==> src/rtl/tipc_pkg.sv <==
// Shared definitions for the T-IPC compressor: trit codes, FSM states and the
// running mod-3 helper used to form the guardian trit.
package tipc_pkg;

    localparam logic [1:0] TRIT_Z   = 2'b00;
    localparam logic [1:0] TRIT_P   = 2'b01;
    localparam logic [1:0] TRIT_N   = 2'b10;
    localparam logic [1:0] TRIT_BAD = 2'b11;

    typedef enum logic [1:0] {
        StIdle = 2'd0,
        StPack = 2'd1,
        StEmit = 2'd2
    } tipc_state_e;

    // Accumulates one trit code into a mod-3 sum; invalid codes contribute 0.
    function automatic logic [1:0] tipc_guardian_mod3(input logic [1:0] acc,
                                                      input logic [1:0] code);
        logic [2:0] sum;
        sum = {1'b0, acc} + ((code == TRIT_BAD) ? 3'd0 : {1'b0, code});
        if (sum >= 3'd3) begin
            sum = sum - 3'd3;
        end
        return sum[1:0];
    endfunction

endpackage

==> src/rtl/tipc_huff_pack.sv <==
// Combinational Huffman packer: trit 0 first, guardian trit last, LSB = earliest bit.
// Also flags any radix-invalid trit code.
module tipc_huff_pack
    import tipc_pkg::*;
#(
    parameter int unsigned NTRITS   = 9,
    parameter int unsigned GUARD_EN = 1,
    localparam int unsigned LMAX    = 2 * (NTRITS + GUARD_EN),
    localparam int unsigned LW      = $clog2(LMAX + 1)
) (
    input  logic [2*NTRITS-1:0] trits_i,
    output logic [LMAX-1:0]     stream_o,
    output logic [LW-1:0]       len_o,
    output logic                bad_o
);

    // Returns {two_bit_code, bit1, bit0}; a one-bit code is the single 0.
    function automatic logic [2:0] huff_code(input logic [1:0] code);
        unique case (code)
            TRIT_P:  return 3'b101;
            TRIT_N:  return 3'b111;
            default: return 3'b000;
        endcase
    endfunction

    logic [1:0]      guard;
    logic [1:0]      code;
    logic [2:0]      hc;
    logic [LW-1:0]   pos;
    logic [LMAX-1:0] cw;

    always_comb begin
        stream_o = '0;
        bad_o    = 1'b0;
        guard    = TRIT_Z;
        pos      = '0;
        code     = TRIT_Z;
        hc       = 3'b000;
        cw       = '0;
        for (int i = 0; i < int'(NTRITS); i++) begin
            code  = trits_i[2*i +: 2];
            guard = tipc_guardian_mod3(guard, code);
            if (code == TRIT_BAD) begin
                bad_o = 1'b1;
            end
            hc       = huff_code(code);
            cw       = LMAX'(hc[1:0]);
            stream_o = stream_o | (cw << pos);
            pos      = pos + (hc[2] ? LW'(2) : LW'(1));
        end
        if (GUARD_EN != 0) begin
            hc       = huff_code(guard);
            cw       = LMAX'(hc[1:0]);
            stream_o = stream_o | (cw << pos);
            pos      = pos + (hc[2] ? LW'(2) : LW'(1));
        end
        len_o = pos;
    end

endmodule

==> src/rtl/tipc_stream_compressor.sv <==
// T-IPC stream compressor: captures one message, Huffman-packs it and streams
// the bitstream as OUT_W-bit words on a valid/ready link.
module tipc_stream_compressor
    import tipc_pkg::*;
#(
    parameter int unsigned NTRITS   = 9,
    parameter int unsigned OUT_W    = 8,
    parameter int unsigned GUARD_EN = 1,
    localparam int unsigned NBW     = $clog2(OUT_W + 1)
) (
    input  logic                clk,
    input  logic                rst_n,
    input  logic                s_valid,
    output logic                s_ready,
    input  logic [2*NTRITS-1:0] s_trits,
    output logic                m_valid,
    input  logic                m_ready,
    output logic [OUT_W-1:0]    m_data,
    output logic [NBW-1:0]      m_nbits,
    output logic                m_last,
    output logic                err_radix,
    output logic [15:0]         msg_count,
    output logic [15:0]         drop_count
);

    localparam int unsigned LMAX  = 2 * (NTRITS + GUARD_EN);
    localparam int unsigned LW    = $clog2(LMAX + 1);
    localparam int unsigned NWMAX = (LMAX + OUT_W - 1) / OUT_W;
    localparam int unsigned SW    = NWMAX * OUT_W;
    localparam int unsigned KW    = $clog2(NWMAX + 1);

    tipc_state_e         state_q, state_d;
    logic [2*NTRITS-1:0] trits_q, trits_d;
    logic [SW-1:0]       stream_q, stream_d;
    logic [LW-1:0]       rem_q, rem_d;
    logic [KW-1:0]       k_q, k_d;
    logic [15:0]         msg_q, msg_d;
    logic [15:0]         drop_q, drop_d;

    logic [LMAX-1:0]     pk_stream;
    logic [LW-1:0]       pk_len;
    logic                pk_bad;
    logic [SW-1:0]       shifted;
    logic                is_last;
    int unsigned         rem_int;

    tipc_huff_pack #(
        .NTRITS   (NTRITS),
        .GUARD_EN (GUARD_EN)
    ) u_pack (
        .trits_i  (trits_q),
        .stream_o (pk_stream),
        .len_o    (pk_len),
        .bad_o    (pk_bad)
    );

    // rem_q holds the bits still to send, so the current word is the last one
    // once at most OUT_W remain.
    always_comb begin
        rem_int = 32'(rem_q);
        is_last = (rem_int <= OUT_W);
        shifted = stream_q >> (32'(k_q) * OUT_W);

        s_ready   = (state_q == StIdle);
        m_valid   = (state_q == StEmit);
        err_radix = (state_q == StPack) && pk_bad;
        m_data    = '0;
        m_nbits   = '0;
        m_last    = 1'b0;
        if (state_q == StEmit) begin
            m_data  = shifted[OUT_W-1:0];
            m_nbits = is_last ? NBW'(rem_int) : NBW'(OUT_W);
            m_last  = is_last;
        end
    end

    always_comb begin
        state_d  = state_q;
        trits_d  = trits_q;
        stream_d = stream_q;
        rem_d    = rem_q;
        k_d      = k_q;
        msg_d    = msg_q;
        drop_d   = drop_q;
        unique case (state_q)
            StIdle: begin
                if (s_valid) begin
                    trits_d = s_trits;
                    state_d = StPack;
                end
            end
            StPack: begin
                if (pk_bad) begin
                    drop_d  = (drop_q == 16'hFFFF) ? drop_q : drop_q + 16'd1;
                    state_d = StIdle;
                end else begin
                    stream_d = SW'(pk_stream);
                    rem_d    = pk_len;
                    k_d      = '0;
                    state_d  = StEmit;
                end
            end
            StEmit: begin
                if (m_ready) begin
                    if (is_last) begin
                        msg_d   = (msg_q == 16'hFFFF) ? msg_q : msg_q + 16'd1;
                        state_d = StIdle;
                    end else begin
                        k_d   = k_q + KW'(1);
                        rem_d = rem_q - LW'(OUT_W);
                    end
                end
            end
            default: state_d = StIdle;
        endcase
    end

    always_ff @(posedge clk) begin
        if (!rst_n) begin
            state_q  <= StIdle;
            trits_q  <= '0;
            stream_q <= '0;
            rem_q    <= '0;
            k_q      <= '0;
            msg_q    <= '0;
            drop_q   <= '0;
        end else begin
            state_q  <= state_d;
            trits_q  <= trits_d;
            stream_q <= stream_d;
            rem_q    <= rem_d;
            k_q      <= k_d;
            msg_q    <= msg_d;
            drop_q   <= drop_d;
        end
    end

    assign msg_count  = msg_q;
    assign drop_count = drop_q;

endmodule

==> config.mk <==
export PLATFORM = sky130hd
export DESIGN_NAME = tipc_stream_compressor
export DESIGN_NICKNAME = d
export VERILOG_FILES = /design/src/rtl/tipc_pkg.sv /design/src/rtl/tipc_huff_pack.sv /design/src/rtl/tipc_stream_compressor.sv
export SDC_FILE = /design/constraint.sdc
export NUM_CORES = 1
export LEC_CHECK = 0
export CAP_MARGIN = 40
export CORE_MARGIN = 1.5
export CORE_UTILIZATION = 25
export CTS_BUF_LIST = sky130_fd_sc_hd__clkbuf_16
export CTS_CLUSTER_SIZE = 8
export DETAILED_ROUTE_END_ITERATION = 8
export SETUP_SLACK_MARGIN = 0.02
export SLEW_MARGIN = 20
export SYNTH_ARGS = -nofsm -noshare
export SYNTH_HDL_FRONTEND = slang
export SYNTH_SLANG_ARGS = --single-unit
==> constraint.sdc <==
create_clock -name clk -period 13.63 [get_ports clk]
set_input_delay 2.726 -clock clk [delete_from_list [all_inputs] [get_ports clk]]
set_output_delay 2.726 -clock clk [all_outputs]
set_load 0.01 [all_outputs]
==> run_results.csv <==
group,metric,value,unit
floorplanning,std_cell_rows,63,
route,vias,7284,
placed_design,place_inst,1406,
timing,fin_setup_tns,0,ns
run_status,status,"completed",
synth,ys_dominant_reg_cell,"dfxtp_1",
hold_path,whs_endpoint,"rem_q[1]$_SDFFE_PN0P_",
synth,ys_seq_area_share,21.03,%
timing,worst_clock_skew,0.01137,ns
worst_setup_path,r2r_end,"rem_q[4]$_SDFFE_PN0P_",
worst_setup_path,crit_path_top_delay_cell,"fa_1",
route,drt-vias-per-instance,5.112,
worst_setup_path,worstPathRequired,13.88,ns
synth,synthCells,976,
clocking,numCtsBuffers,9,
worst_setup_path,worstReg2RegStart,"trits_q[1]$_SDFFE_PN0P_",
worst_setup_path,start_kind,"register",
synth,synthesis.area,7520,um2
route,ant_nets,0,
clocking,post_cts_buffers,0,
clocking,tritoncts,"built",
floorplanning,initial_utilization,25.37,%
clocking,root_buffer,"clkbuf_16",
clocking,clk_pin_slew_worst_paths,0.06,ns
floorplanning,die-area,31130,um2
worst_setup_path,rr_worst_depth,58,
worst_setup_path,critPathKind,"register to register",
hold_path,holdCritStartpoint,"rem_q[1]$_SDFFE_PN0P_",
placed_design,numPortBuffers,69,
placed_design,dpl.hpwl,16.83,mm
hold_path,holdPathStages,2,
route,drc,0,
floorplanning,io_pins,70,
finish,stdcell_count,1425,
timing,hold_viol,0,
synth,ys_warn_count,0,
clocking,clk_latency,0.34,ns
global_route,first_global_vias,6800,
synth,synthArstFlopShare,0,%
synth,synth.avg_cell_area,7.705,um2
worst_setup_path,rrSetupSlack,1.57,ns
timing,rsz0062_at_grt,"no",
finish,seqCellArea,1582,um2
route,drt_pass1_iterations,5,
worst_setup_path,crit_fanout,5,
route,wl,21.43,mm
clocking,post_cts_resized,0,
global_route,antenna_found_initial,0,
timing,setup_viol,0,
worst_setup_path,slowest_delay,0.47,ns
global_route,overflow,0,
timing,period_share,88.47,%
clocking,htreeDepth,3,
global_route,grt_pass1_wl,34.81,mm
global_route,grt_usage,13.79,%
run,drv_cap,0,
timing,max_slew_margin,37.52,%
timing,worstMarginPinSlew,0.9371,ns
worst_setup_path,cp-end-kind,"register",
floorplanning,die_width,176.4,um
hold_path,hold_path_class,"register to register",
floorplanning,die_h,176.4,um
route,initialDrtViolationCount,713,
synth,synth_edf_count,0,
finish,drive_gt1_share,5.507,%
finish,multi_input_area,5564,um2
timing,max_freq,82.93,MHz
floorplanning,fp.coreArea,29640,um2
synth,synth_fp_nets,1093,
worst_setup_path,cpMostUsedCell,"ha_1",
placed_design,gp_congestion,0.9276,
synth,synth_cell_type_count,70,
synth,ys_ff_latch,79,
finish,antennaDiodeCount,0,
clocking,cts.sinks,79,
worst_setup_path,arrival,12.31,ns
clocking,hold_buffers,0,
timing,finalWorstPathRequiredPeriod,12.06,ns
global_route,grt_max_degree,40,
finish,area_growth,18.92,%
route,detail_route.wl_per_cell,15.04,um
finish,nFillCells,3224,
timing,finalMaxSlewViolations,0,
finish,nets,1147,
clocking,clock_path_buffers,2,
==> worst max-delay path: cells and delay by family (launching register included) <==
family                     cells  cell delay (ns)
xor gates and xnor gates       1             0.16
buffers and inverters          2             0.20
and+or+nand+nor               16             2.12
AOI/OAI and AO/OA             12             1.46
adders and majority gates     27             7.61
DFF                            1             0.42
==> per-layer routing <==
metal | vias up | GRT usage (%) | routed length [um]
li1 | 3600 | - | -
met1 | 3412 | 18.65 | 9977
met2 | 238 | 22.60 | 10020
met3 | 34 | 1.357 | 965
met4 | 0 | 5.191 | 460
met5 | - | 0 | 0
==> layout make-up <==
cell class	count	share of cell area (%)
timing repair buffer	78	8.479
sequential	79	17.69
clock inverter	7	1.077
clock buffer	9	2.519
inverter	61	2.561
multi-input combinational	801	62.22
tap	390	5.457
==> how the worst max path moves through the flow <==
stage / start / to / slack, ns / depth (start not counted)
floorplan: trits_q[1]$_SDFFE_PN0P_ / rem_q[4]$_SDFFE_PN0P_ / 2.49 / 54
CTS: trits_q[1]$_SDFFE_PN0P_ / rem_q[4]$_SDFFE_PN0P_ / 1.57 / 58
global placement: trits_q[1]$_SDFFE_PN0P_ / rem_q[4]$_SDFFE_PN0P_ / 2.05 / 58
detailed placement: trits_q[1]$_SDFFE_PN0P_ / rem_q[4]$_SDFFE_PN0P_ / 1.62 / 58
global route: trits_q[1]$_SDFFE_PN0P_ / rem_q[4]$_SDFFE_PN0P_ / 0.76 / 59
finish: trits_q[1]$_SDFFE_PN0P_ / rem_q[4]$_SDFFE_PN0P_ / 1.57 / 58
==> synth_stat cells (8+ instances only) <==
| cell | n | share of area [%] |
|---|---|---|
| nand3b_1 | 11 | 1.1 |
| a31oi_1 | 20 | 1.7 |
| dfxtp_1 | 79 | 21 |
| a21oi_1 | 68 | 4.5 |
| and3_1 | 13 | 1.1 |
| a221oi_1 | 13 | 1.5 |
| clkbuf_1 | 31 | 1.5 |
| mux2i_1 | 18 | 2.4 |
| and2_1 | 11 | 0.92 |
| nand3_1 | 40 | 2.7 |
| xnor2_1 | 30 | 3.5 |
| ha_1 | 79 | 13 |
| or3_1 | 10 | 0.83 |
| nor2_1 | 100 | 5.0 |
| inv_1 | 60 | 3.0 |
| xor2_1 | 13 | 1.5 |
| nand2b_1 | 8 | 0.67 |
| nor2b_1 | 11 | 0.92 |
| fa_1 | 16 | 4.3 |
| o221ai_1 | 12 | 1.4 |
| nand4_1 | 12 | 1.0 |
| o21ai_0 | 65 | 4.3 |
| nand2_1 | 112 | 5.6 |
| nor3_1 | 38 | 2.5 |
==> metrics by stage <==
stage	utilization, %	area, um2	setup slack [ns]	hold slack [ns]
after floorplan	-	7520	2.489	0.4448
after global placement	28.91	8568	2.053	0.4608
after detailed placement	29.03	8603	1.620	0.4655
after CTS	30.11	8925	1.574	0.4742
final	30.17	8942	1.572	0.4716
after global routing	30.17	8942	0.7643	0.5004
==> sequential cells by signal, summed over array words and instances (netlist names) <==
name	cells
k_q	2
state_q	2
trits_q	18
msg_count	16
rem_q	5
drop_count	16
stream_q	20
==> kinds of logic after synthesis <==
group	after synthesis	share of synthesized area, %
AO/OA/AOI/OAI	241	20.67
multiplexers	23	3.178
flip-flops	79	21.03
adder cells (fa/ha/maj)	95	17.40
XOR/XNOR	55	8.419
AND/OR/NAND/NOR	387	24.29
buffers and inverters	96	5.008
==> cell usage in the layout (no fill, tap or decap), drive strengths merged, types with 16 or more instances in the layout <==
cell | netlist | layout
nor2 | 103 | 103
nor3 | 38 | 38
xnor2 | 35 | 35
ha | 79 | 79
dfxtp | 79 | 79
a31oi | 20 | 20
nand3 | 40 | 40
a21oi | 68 | 68
o21ai | 66 | 66
inv | 61 | 62
nand2 | 112 | 112
fa | 16 | 16
clkdlybuf4s50 | 0 | 69
mux2i | 19 | 19
Power is left out: the tool's default activity adds up to more than one toggle a clock period on the data nets, which glitch-free logic cannot reach.
